[src/rtl/sid_wave_table_sequencer_pkg.sv]
// Shared constants and types for the multi-voice combined-waveform lookup sequencer.
// Default index/data widths match the SID oscillator and the _ST/P_T/PS_/PST ROM.
package sid_wave_table_sequencer_pkg;

  localparam int DEF_ACC_W  = 12;
  localparam int DEF_DATA_W = 8;

  localparam logic [0:0] ST_IDLE  = 1'b0;
  localparam logic [0:0] ST_SWEEP = 1'b1;

  typedef struct packed {
    logic [DEF_DATA_W-1:0] st;
    logic [DEF_DATA_W-1:0] pt;
    logic [DEF_DATA_W-1:0] ps;
    logic [DEF_DATA_W-1:0] pst;
  } wave_t;

endpackage

[src/rtl/sid_wave_table_sequencer_if.sv]
// Bus to the shared waveform table: registered lookup indices out, four table outputs back.
// The table side has a fixed latency and no backpressure.
interface sid_wave_table_sequencer_if
  import sid_wave_table_sequencer_pkg::*;
#(
  parameter int ACC_W  = DEF_ACC_W,
  parameter int DATA_W = DEF_DATA_W
);
  logic [ACC_W-1:0]  tbl_acc_ps;
  logic [ACC_W-1:0]  tbl_acc_t;
  logic [DATA_W-1:0] tbl_st_in;
  logic [DATA_W-1:0] tbl_pt_in;
  logic [DATA_W-1:0] tbl_ps_in;
  logic [DATA_W-1:0] tbl_pst_in;

  modport master (
    output tbl_acc_ps, tbl_acc_t,
    input  tbl_st_in, tbl_pt_in, tbl_ps_in, tbl_pst_in
  );

  modport slave (
    input  tbl_acc_ps, tbl_acc_t,
    output tbl_st_in, tbl_pt_in, tbl_ps_in, tbl_pst_in
  );
endinterface

[src/rtl/sid_wave_table_sequencer_capture_pipe.sv]
// Tags table data with the voice it belongs to: a DEPTH-stage valid/index delay line.
// Latency DEPTH clk; flush drops every in-flight tag (sweep abort), no backpressure.
module sid_wave_table_sequencer_capture_pipe #(
  parameter int DEPTH = 2,
  parameter int IDX_W = 2
) (
  input  logic             clk,
  input  logic             reset,
  input  logic             flush,
  input  logic             in_vld,
  input  logic [IDX_W-1:0] in_idx,
  output logic             out_vld,
  output logic [IDX_W-1:0] out_idx
);

  logic [DEPTH-1:0] vld_sr;
  logic [IDX_W-1:0] idx_sr [DEPTH];

  always_ff @(posedge clk) begin
    if (reset || flush) begin
      vld_sr <= '0;
    end else begin
      vld_sr[0] <= in_vld;
      for (int i = 1; i < DEPTH; i++) vld_sr[i] <= vld_sr[i-1];
    end
  end

  always_ff @(posedge clk) begin
    if (reset) begin
      for (int i = 0; i < DEPTH; i++) idx_sr[i] <= '0;
    end else begin
      idx_sr[0] <= in_idx;
      for (int i = 1; i < DEPTH; i++) idx_sr[i] <= idx_sr[i-1];
    end
  end

  assign out_vld = vld_sr[DEPTH-1];
  assign out_idx = idx_sr[DEPTH-1];

endmodule

[src/rtl/sid_wave_table_sequencer.sv]
// Shares one combined-waveform ROM across NUM_VOICES oscillators: snapshot on ce_1m, one lookup per clk.
// Sweep takes NUM_VOICES+TABLE_LAT+1 clk; a ce_1m during a sweep aborts it, flags overrun and restarts.
module sid_wave_table_sequencer
  import sid_wave_table_sequencer_pkg::*;
#(
  parameter int NUM_VOICES = 3,
  parameter int ACC_W      = DEF_ACC_W,
  parameter int DATA_W     = DEF_DATA_W,
  parameter int TABLE_LAT  = 2,
  parameter int ATOMIC     = 1
) (
  input  logic                         clk,
  input  logic                         reset,
  input  logic                         ce_1m,
  input  logic [NUM_VOICES*ACC_W-1:0]  acc_ps_in,
  input  logic [NUM_VOICES*ACC_W-1:0]  acc_t_in,
  sid_wave_table_sequencer_if.master   tbl,
  output logic [NUM_VOICES*DATA_W-1:0] st_out,
  output logic [NUM_VOICES*DATA_W-1:0] pt_out,
  output logic [NUM_VOICES*DATA_W-1:0] ps_out,
  output logic [NUM_VOICES*DATA_W-1:0] pst_out,
  output logic                         busy,
  output logic                         done,
  output logic                         overrun
);

  localparam int CNT_W = $clog2(NUM_VOICES + TABLE_LAT + 1);
  localparam int VI_W  = (NUM_VOICES > 1) ? $clog2(NUM_VOICES) : 1;
  localparam logic [CNT_W-1:0] CYC_MAX = CNT_W'(NUM_VOICES + TABLE_LAT);
  localparam logic [CNT_W-1:0] NV_C    = CNT_W'(NUM_VOICES);
  localparam logic [CNT_W-1:0] NV_LAST = CNT_W'(NUM_VOICES - 1);
  localparam logic [VI_W-1:0]  VI_LAST = VI_W'(NUM_VOICES - 1);

  logic [0:0]                   state;
  logic [CNT_W-1:0]             cyc;
  logic [NUM_VOICES*ACC_W-1:0]  snap_ps, snap_t;
  logic [NUM_VOICES*DATA_W-1:0] stg_st, stg_pt, stg_ps, stg_pst;
  logic [NUM_VOICES*DATA_W-1:0] cap_st, cap_pt, cap_ps, cap_pst;
  logic                         issue_vld, cap_vld, last_cap;
  logic [VI_W-1:0]              cap_idx, nxt_idx;

  // cyc counts from 0 in the first issue cycle; voice k is on the table bus while cyc == k
  assign issue_vld = (state == ST_SWEEP) && (cyc < NV_C);
  assign nxt_idx   = VI_W'(cyc) + 1'b1;
  assign last_cap  = (state == ST_SWEEP) && cap_vld && (cap_idx == VI_LAST);

  sid_wave_table_sequencer_capture_pipe #(
    .DEPTH (TABLE_LAT),
    .IDX_W (VI_W)
  ) u_capture_pipe (
    .clk     (clk),
    .reset   (reset),
    .flush   (ce_1m),
    .in_vld  (issue_vld),
    .in_idx  (VI_W'(cyc)),
    .out_vld (cap_vld),
    .out_idx (cap_idx)
  );

  // Result vectors with this cycle's table data merged in; the last voice's data is
  // folded in here so the atomic commit can happen on the same edge as its capture.
  always_comb begin
    cap_st  = (ATOMIC != 0) ? stg_st  : st_out;
    cap_pt  = (ATOMIC != 0) ? stg_pt  : pt_out;
    cap_ps  = (ATOMIC != 0) ? stg_ps  : ps_out;
    cap_pst = (ATOMIC != 0) ? stg_pst : pst_out;
    if ((state == ST_SWEEP) && cap_vld) begin
      cap_st [cap_idx*DATA_W +: DATA_W] = tbl.tbl_st_in;
      cap_pt [cap_idx*DATA_W +: DATA_W] = tbl.tbl_pt_in;
      cap_ps [cap_idx*DATA_W +: DATA_W] = tbl.tbl_ps_in;
      cap_pst[cap_idx*DATA_W +: DATA_W] = tbl.tbl_pst_in;
    end
  end

  always_ff @(posedge clk) begin
    if (reset) begin
      state          <= ST_IDLE;
      cyc            <= '0;
      snap_ps        <= '0;
      snap_t         <= '0;
      stg_st         <= '0;
      stg_pt         <= '0;
      stg_ps         <= '0;
      stg_pst        <= '0;
      st_out         <= '0;
      pt_out         <= '0;
      ps_out         <= '0;
      pst_out        <= '0;
      tbl.tbl_acc_ps <= '0;
      tbl.tbl_acc_t  <= '0;
      busy           <= 1'b0;
      done           <= 1'b0;
      overrun        <= 1'b0;
    end else begin
      done    <= 1'b0;
      overrun <= 1'b0;
      if (ce_1m) begin
        // A tick mid-sweep drops that sweep entirely, including any capture due this edge.
        overrun        <= (state == ST_SWEEP);
        state          <= ST_SWEEP;
        busy           <= 1'b1;
        cyc            <= '0;
        snap_ps        <= acc_ps_in;
        snap_t         <= acc_t_in;
        tbl.tbl_acc_ps <= acc_ps_in[ACC_W-1:0];
        tbl.tbl_acc_t  <= acc_t_in[ACC_W-1:0];
      end else if (state == ST_SWEEP) begin
        if (cyc != CYC_MAX) cyc <= cyc + 1'b1;
        if (cyc < NV_LAST) begin
          tbl.tbl_acc_ps <= snap_ps[nxt_idx*ACC_W +: ACC_W];
          tbl.tbl_acc_t  <= snap_t[nxt_idx*ACC_W +: ACC_W];
        end
        if (ATOMIC != 0) begin
          stg_st  <= cap_st;
          stg_pt  <= cap_pt;
          stg_ps  <= cap_ps;
          stg_pst <= cap_pst;
        end
        if ((ATOMIC == 0) || last_cap) begin
          st_out  <= cap_st;
          pt_out  <= cap_pt;
          ps_out  <= cap_ps;
          pst_out <= cap_pst;
        end
        if (last_cap) begin
          state <= ST_IDLE;
          busy  <= 1'b0;
          done  <= 1'b1;
        end
      end
    end
  end

endmodule
[src/flat_wrapper.sv]
// flat-port wrapper written by rule: the top's interface ports become plain ports
module sid_wave_table_sequencer_flat import sid_wave_table_sequencer_pkg::*;
#(
  parameter int NUM_VOICES = 3,
  parameter int ACC_W      = DEF_ACC_W,
  parameter int DATA_W     = DEF_DATA_W,
  parameter int TABLE_LAT  = 2,
  parameter int ATOMIC     = 1
)
  (clk, reset, ce_1m, acc_ps_in, acc_t_in, st_out, pt_out, ps_out, pst_out, busy, done, overrun, tbl_tbl_acc_ps, tbl_tbl_acc_t, tbl_tbl_st_in, tbl_tbl_pt_in, tbl_tbl_ps_in, tbl_tbl_pst_in);
  sid_wave_table_sequencer_if #(.ACC_W(ACC_W), .DATA_W(DATA_W)) tbl_i ();
  input  logic clk;
  input  logic reset;
  input  logic ce_1m;
  input  logic [NUM_VOICES*ACC_W-1:0] acc_ps_in;
  input  logic [NUM_VOICES*ACC_W-1:0] acc_t_in;
  output logic [NUM_VOICES*DATA_W-1:0] st_out;
  output logic [NUM_VOICES*DATA_W-1:0] pt_out;
  output logic [NUM_VOICES*DATA_W-1:0] ps_out;
  output logic [NUM_VOICES*DATA_W-1:0] pst_out;
  output logic busy;
  output logic done;
  output logic overrun;
  output wire logic [$bits(tbl_i.tbl_acc_ps)-1:0] tbl_tbl_acc_ps;
  output wire logic [$bits(tbl_i.tbl_acc_t)-1:0] tbl_tbl_acc_t;
  input wire logic [$bits(tbl_i.tbl_st_in)-1:0] tbl_tbl_st_in;
  input wire logic [$bits(tbl_i.tbl_pt_in)-1:0] tbl_tbl_pt_in;
  input wire logic [$bits(tbl_i.tbl_ps_in)-1:0] tbl_tbl_ps_in;
  input wire logic [$bits(tbl_i.tbl_pst_in)-1:0] tbl_tbl_pst_in;
  assign tbl_tbl_acc_ps = tbl_i.tbl_acc_ps;
  assign tbl_tbl_acc_t = tbl_i.tbl_acc_t;
  assign tbl_i.tbl_st_in = tbl_tbl_st_in;
  assign tbl_i.tbl_pt_in = tbl_tbl_pt_in;
  assign tbl_i.tbl_ps_in = tbl_tbl_ps_in;
  assign tbl_i.tbl_pst_in = tbl_tbl_pst_in;
  sid_wave_table_sequencer #(.NUM_VOICES(NUM_VOICES), .ACC_W(ACC_W), .DATA_W(DATA_W), .TABLE_LAT(TABLE_LAT), .ATOMIC(ATOMIC)) u_core (.clk(clk), .reset(reset), .ce_1m(ce_1m), .acc_ps_in(acc_ps_in), .acc_t_in(acc_t_in), .tbl(tbl_i), .st_out(st_out), .pt_out(pt_out), .ps_out(ps_out), .pst_out(pst_out), .busy(busy), .done(done), .overrun(overrun));
endmodule
[config.mk]
export PLATFORM = sky130hd
export DESIGN_NAME = sid_wave_table_sequencer_flat
export DESIGN_NICKNAME = d
export VERILOG_FILES = /design/src/rtl/sid_wave_table_sequencer_pkg.sv /design/src/rtl/sid_wave_table_sequencer_if.sv /design/src/rtl/sid_wave_table_sequencer_capture_pipe.sv /design/src/rtl/sid_wave_table_sequencer.sv /design/src/flat_wrapper.sv
export SDC_FILE = /design/constraint.sdc
export NUM_CORES = 1
export LEC_CHECK = 0
export BUFFER_PORTS_ARGS = -buffer_cell sky130_fd_sc_hd__clkbuf_2
export CORE_MARGIN = 1
export CORE_UTILIZATION = 45
export DETAILED_ROUTE_END_ITERATION = 7
export HOLD_SLACK_MARGIN = 0.06
export MAX_ROUTING_LAYER = met4
export PLACE_DENSITY = 0.68
export REMOVE_ABC_BUFFERS = 1
export SYNTH_ARGS = -nofsm -noshare
export SYNTH_HDL_FRONTEND = slang
export SYNTH_SLANG_ARGS = --single-unit
[constraint.sdc]
create_clock -name clk -period 2.65 [get_ports clk]
set_clock_uncertainty 0.2 [all_clocks]
set_input_delay 0.1325 -clock clk [delete_from_list [all_inputs] [get_ports clk]]
set_output_delay 0.1325 -clock clk [all_outputs]
set_load 0.005 [all_outputs]
==> flow_summary.html <==
<table>
<tr><th>Metric</th><th>Value</th></tr>
<tr><th colspan="2">Route</th></tr>
<tr><td>Vias post-DR</td><td>9397</td></tr>
<tr><td>Detailed-route DRC error count</td><td>0</td></tr>
<tr><td>Number of search-and-repair iterations in the first detailed-routing pass</td><td>5</td></tr>
<tr><td>Antenna-violating nets left</td><td>0</td></tr>
<tr><td>Drt via density</td><td>5.47</td></tr>
<tr><td>DRC marker count from the first detailed-route iteration</td><td>573</td></tr>
<tr><td>WL final</td><td>around 30000 um</td></tr>
<tr><td>Mean routed wirelength per cell</td><td>approximately 18 um</td></tr>
<tr><th colspan="2">Power</th></tr>
<tr><td>Areal power density over the cells</td><td>between 600 and 700 nW/um2</td></tr>
<tr><td>Overall power of the completed layout</td><td>slightly below 9 mW</td></tr>
<tr><td>Leakage</td><td>around 6.2 nW</td></tr>
<tr><td>Peak ir drop on the vdd network</td><td>approximately 0.5 mV</td></tr>
<tr><th colspan="2">CTS</th></tr>
<tr><td>Number of clock sinks</td><td>around 270</td></tr>
<tr><td>CTS H-tree lvls</td><td>1</td></tr>
<tr><td>Number of buffers added for setup after CTS</td><td>0</td></tr>
<tr><td>Number of CTS-inserted buffers</td><td>29</td></tr>
<tr><td>CTS hold repair buffers</td><td>around 110</td></tr>
<tr><td>Clock tree from TritonCTS</td><td>done</td></tr>
<tr><td>Insertion delay to the later sink of the worst-skew pair</td><td>between 500 and 600 ps</td></tr>
<tr><td>Buffer depth of the longest clock path</td><td>3</td></tr>
<tr><td># resized after CTS</td><td>0</td></tr>
<tr><td>Clock slew at reported path FFs</td><td>60 ps</td></tr>
<tr><td>Clk Tree Root Cell</td><td>sky130_fd_sc_hd__clkbuf_16</td></tr>
<tr><th colspan="2">Setup path</th></tr>
<tr><td>CP Data Required Time</td><td>about 2900 ps</td></tr>
<tr><td>Category of the critical setup timing path</td><td>flip-flop to flip-flop</td></tr>
<tr><td>Endpoint type of the worst setup path</td><td>flip-flop</td></tr>
<tr><td>Worst reg-to-reg path cell count</td><td>4</td></tr>
<tr><td>Critical path launch point</td><td>u_core.u_capture_pipe.idx_sr[0][2]</td></tr>
<tr><td>R2r endpoint</td><td>u_core.st_out[13]</td></tr>
<tr><td>CP endpoint</td><td>u_core.st_out[13]</td></tr>
<tr><td>Arrival time of the worst setup path</td><td>2720 ps</td></tr>
<tr><td>Slowest-stage cell, CP</td><td>sky130_fd_sc_hd__nor4b_4</td></tr>
<tr><td>Crit-path cells</td><td>buf_4, ha_1, nor4b_4, a221o_1</td></tr>
<tr><td>Peak fanout along the critical path</td><td>23</td></tr>
<tr><td>Critical path launch point type</td><td>flip-flop</td></tr>
<tr><td>Internal reg-to-reg setup slack</td><td>approximately 220 ps</td></tr>
<tr><td>Startpoint of the lowest-slack register-to-register path</td><td>u_core.u_capture_pipe.idx_sr[0][2]</td></tr>
<tr><td>Maximum single-stage delay on the critical path</td><td>around 950 ps</td></tr>
<tr><th colspan="2">Timing</th></tr>
<tr><td>Pins over their slew limit</td><td>0</td></tr>
<tr><td>Minimum period implied by the final worst setup slack</td><td>between 2000 and 2500 ps</td></tr>
<tr><td>Final setup fails</td><td>0</td></tr>
<tr><td>Slew at the pin closest to its max-slew limit</td><td>1050 ps</td></tr>
<tr><td>Fin worst setup slack</td><td>~220 ps</td></tr>
<tr><td>Fmax</td><td>around 410 MHz</td></tr>
<tr><td>Final period util</td><td>0.919</td></tr>
<tr><td>Total count of hold-check failures in the final report</td><td>0</td></tr>
<tr><td>Slew margin rel.</td><td>0.296</td></tr>
<tr><td>Unrepaired setup endpoints after global routing</td><td>false</td></tr>
<tr><th colspan="2">Cells and area</th></tr>
<tr><td>Area occupied by multi-input gates</td><td>~5200 um2</td></tr>
<tr><td>Most frequent cells in the layout</td><td>267 x sky130_fd_sc_hd__dfxtp_1, 227 x sky130_fd_sc_hd__clkbuf_2, 129 x sky130_fd_sc_hd__nor2_1, 106 x sky130_fd_sc_hd__dlygate4sd3_1, 96 x sky130_fd_sc_hd__mux2i_1</td></tr>
<tr><td>Number of filler cells placed in the layout</td><td>between 2000 and 2500</td></tr>
<tr><td>Most common cell after layout, fill and taps aside</td><td>sky130_fd_sc_hd__dfxtp_1</td></tr>
<tr><td>Non-filler cells, final</td><td>1717</td></tr>
<tr><td>Sequential standard cell area</td><td>between 5000 and 6000 um2</td></tr>
<tr><td>Nets@finish</td><td>~1500</td></tr>
<tr><td>Proportion of layout cells with a drive suffix above 1</td><td>0.250</td></tr>
<tr><td>Antenna diode count</td><td>0</td></tr>
<tr><td>Layout overhead on the synthesized area</td><td>30.7%</td></tr>
<tr><th colspan="2">Yosys</th></tr>
<tr><td>Netlist Area Pre-Place</td><td>~11000 um2</td></tr>
<tr><td>Number of synthesized register bits</td><td>269</td></tr>
<tr><td>Top cell type by total area after synthesis</td><td>sky130_fd_sc_hd__dfxtp_1</td></tr>
<tr><td>Synth Instances</td><td>around 1100</td></tr>
<tr><td>Share of the synthesized area in the top cell type</td><td>0.482</td></tr>
<tr><td>Mean cell area of the mapped netlist</td><td>10.3 um2</td></tr>
<tr><td>Count of unique library cells instantiated by Yosys</td><td>43</td></tr>
<tr><td>Yosys warns</td><td>0</td></tr>
<tr><td>Share of the yosys chip area belonging to registers</td><td>0.482</td></tr>
<tr><td>Largest cells by area after synthesis</td><td>sky130_fd_sc_hd__dfxtp_1 48%, sky130_fd_sc_hd__mux2i_1 8.6%, sky130_fd_sc_hd__a22o_1 5.0%, sky130_fd_sc_hd__nor2_1 4.4%, sky130_fd_sc_hd__o32ai_2 4.4%</td></tr>
<tr><th colspan="2">Floorplanning</th></tr>
<tr><td>Die Y-Extent</td><td>roughly 160 um</td></tr>
<tr><td>Full die area</td><td>approximately 25000 um2</td></tr>
<tr><td>Count of standard-cell rows</td><td>57</td></tr>
<tr><td>Top-level port count</td><td>between 200 and 250</td></tr>
<tr><td>Width of the die</td><td>between 150 and 200 um</td></tr>
<tr><td>Initial Utilization</td><td>0.459</td></tr>
<tr><td>Placeable Area</td><td>between 20000 and 25000 um2</td></tr>
<tr><th colspan="2">Placed design</th></tr>
<tr><td>Number of I/O port buffers</td><td>around 230</td></tr>
<tr><td>Final estimated routing congestion in global placement</td><td>0.765</td></tr>
<tr><td>Post-place setup slack</td><td>around 220 ps</td></tr>
<tr><td>Post-DP HPWL</td><td>17600 um</td></tr>
<tr><td>Cell total after placement</td><td>between 1500 and 2000</td></tr>
<tr><th colspan="2">Hold path</th></tr>
<tr><td>Path category of the worst min-delay check</td><td>input pin to flip-flop</td></tr>
<tr><th colspan="2">GRT</th></tr>
<tr><td>Pin count of the biggest net entering global routing</td><td>~130</td></tr>
<tr><td>Antenna violations before repair</td><td>0</td></tr>
<tr><td>Global route total overflow</td><td>0</td></tr>
<tr><td>First-pass GRT wire length</td><td>around 49000 um</td></tr>
<tr><td>Number of global-route vias before repair</td><td>~9400</td></tr>
<tr><td>Global-route usage over all layers</td><td>0.239</td></tr>
<tr><th colspan="2">Job</th></tr>
<tr><td>Maximum Capacitance Violations</td><td>0</td></tr>
<tr><th colspan="2">Run status</th></tr>
<tr><td>Outcome</td><td>finished clean</td></tr>
</table>
cells by family (layout without fill, tap and decap cells):
group           Yosys count  in the layout  synth area share
compound gates          247            247             0.211
xor+xnor                  1              1          0.000785
fa+ha+maj                 6              6           0.00672
buf+inv                 149            457            0.0582
flops                   269            269             0.482
mux                      96             96            0.0861
simple gates            317            317             0.155
where the power goes:
part	internal [mW]	switching (mW)
logic	0.371	0.407
clock network	2.35	1.62
registers	4.15	0.0571
total	6.87	2.08
worst min-delay path by stage:
| stage | slack [ps] | depth (start not counted) | endpoint | start |
|---|---|---|---|---|
| final | 160 | 4 | u_core.snap_t[15] | acc_t_in[15] |
| after global routing | 170 | 3 | u_core.u_capture_pipe.idx_sr[0][2] | reset |
| after CTS | 150 | 4 | u_core.snap_ps[29] | acc_ps_in[29] |
| after detailed placement | 160 | 2 | u_core.u_capture_pipe.idx_sr[0][2] | reset |
| after global placement | 170 | 2 | u_core.u_capture_pipe.idx_sr[0][2] | reset |
| after floorplan | -0.8 | 1 | u_core.u_capture_pipe.idx_sr[0][1] | reset |
Yosys cell counts:
cell type,number
sky130_fd_sc_hd__nor3_1,51
sky130_fd_sc_hd__and4b_1,4
sky130_fd_sc_hd__or3b_1,2
sky130_fd_sc_hd__dfxtp_1,269
sky130_fd_sc_hd__mux2i_1,96
sky130_fd_sc_hd__nand2b_1,25
sky130_fd_sc_hd__nor4b_2,1
sky130_fd_sc_hd__a2111oi_0,1
sky130_fd_sc_hd__nand4b_1,1
sky130_fd_sc_hd__and2_1,1
sky130_fd_sc_hd__nand3_1,1
sky130_fd_sc_hd__o21a_1,32
sky130_fd_sc_hd__clkbuf_1,61
sky130_fd_sc_hd__buf_4,1
sky130_fd_sc_hd__nor2_1,130
sky130_fd_sc_hd__a221o_1,15
sky130_fd_sc_hd__buf_2,33
sky130_fd_sc_hd__o32ai_2,30
sky130_fd_sc_hd__a32o_1,24
sky130_fd_sc_hd__or2_1,1
sky130_fd_sc_hd__a21oi_1,3
sky130_fd_sc_hd__nor3b_1,15
sky130_fd_sc_hd__nor3b_4,1
sky130_fd_sc_hd__a21boi_0,1
sky130_fd_sc_hd__inv_1,37
sky130_fd_sc_hd__a22o_1,64
sky130_fd_sc_hd__nor4bb_1,1
sky130_fd_sc_hd__or4b_4,1
sky130_fd_sc_hd__nor4b_4,2
sky130_fd_sc_hd__xnor2_1,1
sky130_fd_sc_hd__ha_1,6
sky130_fd_sc_hd__o211ai_1,24
sky130_fd_sc_hd__a211oi_1,1
sky130_fd_sc_hd__buf_6,6
sky130_fd_sc_hd__buf_1,10
sky130_fd_sc_hd__clkinv_1,1
sky130_fd_sc_hd__o32ai_1,2
sky130_fd_sc_hd__nor4_2,1
sky130_fd_sc_hd__nand2_1,2
sky130_fd_sc_hd__a311oi_1,49
sky130_fd_sc_hd__nand3b_1,24
sky130_fd_sc_hd__nor2b_1,53
sky130_fd_sc_hd__a31oi_1,1
area by class of cell:
type / count / share of cell area
Clock buffer: 45 / 0.0573
Tap cell: 324 / 0.0278
Inverter: 38 / 0.00977
Multi-Input combinational cell: 667 / 0.356
Timing Repair Buffer: 367 / 0.173
Clock inverter: 7 / 0.00643
Sequential cell: 269 / 0.369
sequential cells by signal, indices dropped and copies added, names as in the netlist:
name	cells
u_core.snap_ps	36
u_core.snap_t	36
u_core.ps_out	24
u_core.pst_out	24
u_core.pt_out	24
u_core.st_out	24
u_core.stg_ps	16
u_core.stg_pst	16
u_core.stg_pt	16
u_core.stg_st	16
u_core.tbl.tbl_acc_ps	12
u_core.tbl.tbl_acc_t	12
u_core.u_capture_pipe.idx_sr	4
u_core.cyc	3
u_core.u_capture_pipe.vld_sr	2
u_core.busy	1
u_core.done	1
u_core.overrun	1
u_core.state	1
stage by stage:
| stage | cell area [um2] | TNS (ps) | util | hold WS, ps |
|---|---|---|---|---|
| global route | 14600 | 0 | 0.600 | 170 |
| floorplan | 10700 | -385450 | - | -0.810 |
| CTS | 14600 | 0 | 0.600 | 145 |
| finish | 14600 | 0 | 0.600 | 165 |
| detailed placement | 12600 | 0 | 0.518 | 164 |
| global placement | 12600 | 0 | 0.518 | 165 |
per-layer routing:
metal / wire length, um / global-route usage / up-vias / part of all wire
li1: - / - / 4544 / -
met1: 13500 / 0.304 / 4499 / 0.45
met2: 14000 / 0.389 / 306 / 0.47
met3: 1910 / 0.0435 / 48 / 0.063
met4: 575 / 0.0625 / 0 / 0.019
met5: 0 / - / - / 0
critical path: cells and delay by family (launching register included):
family                   cells  cell delay (ps)
AND/OR/NAND/NOR              1              950
adder cells (fa/ha/maj)      1              330
flip-flops                   1              320
AO/OA/AOI/OAI                1              310
buffers and inverters        1              260
Note: power is estimated with default switching activity, not from simulation.
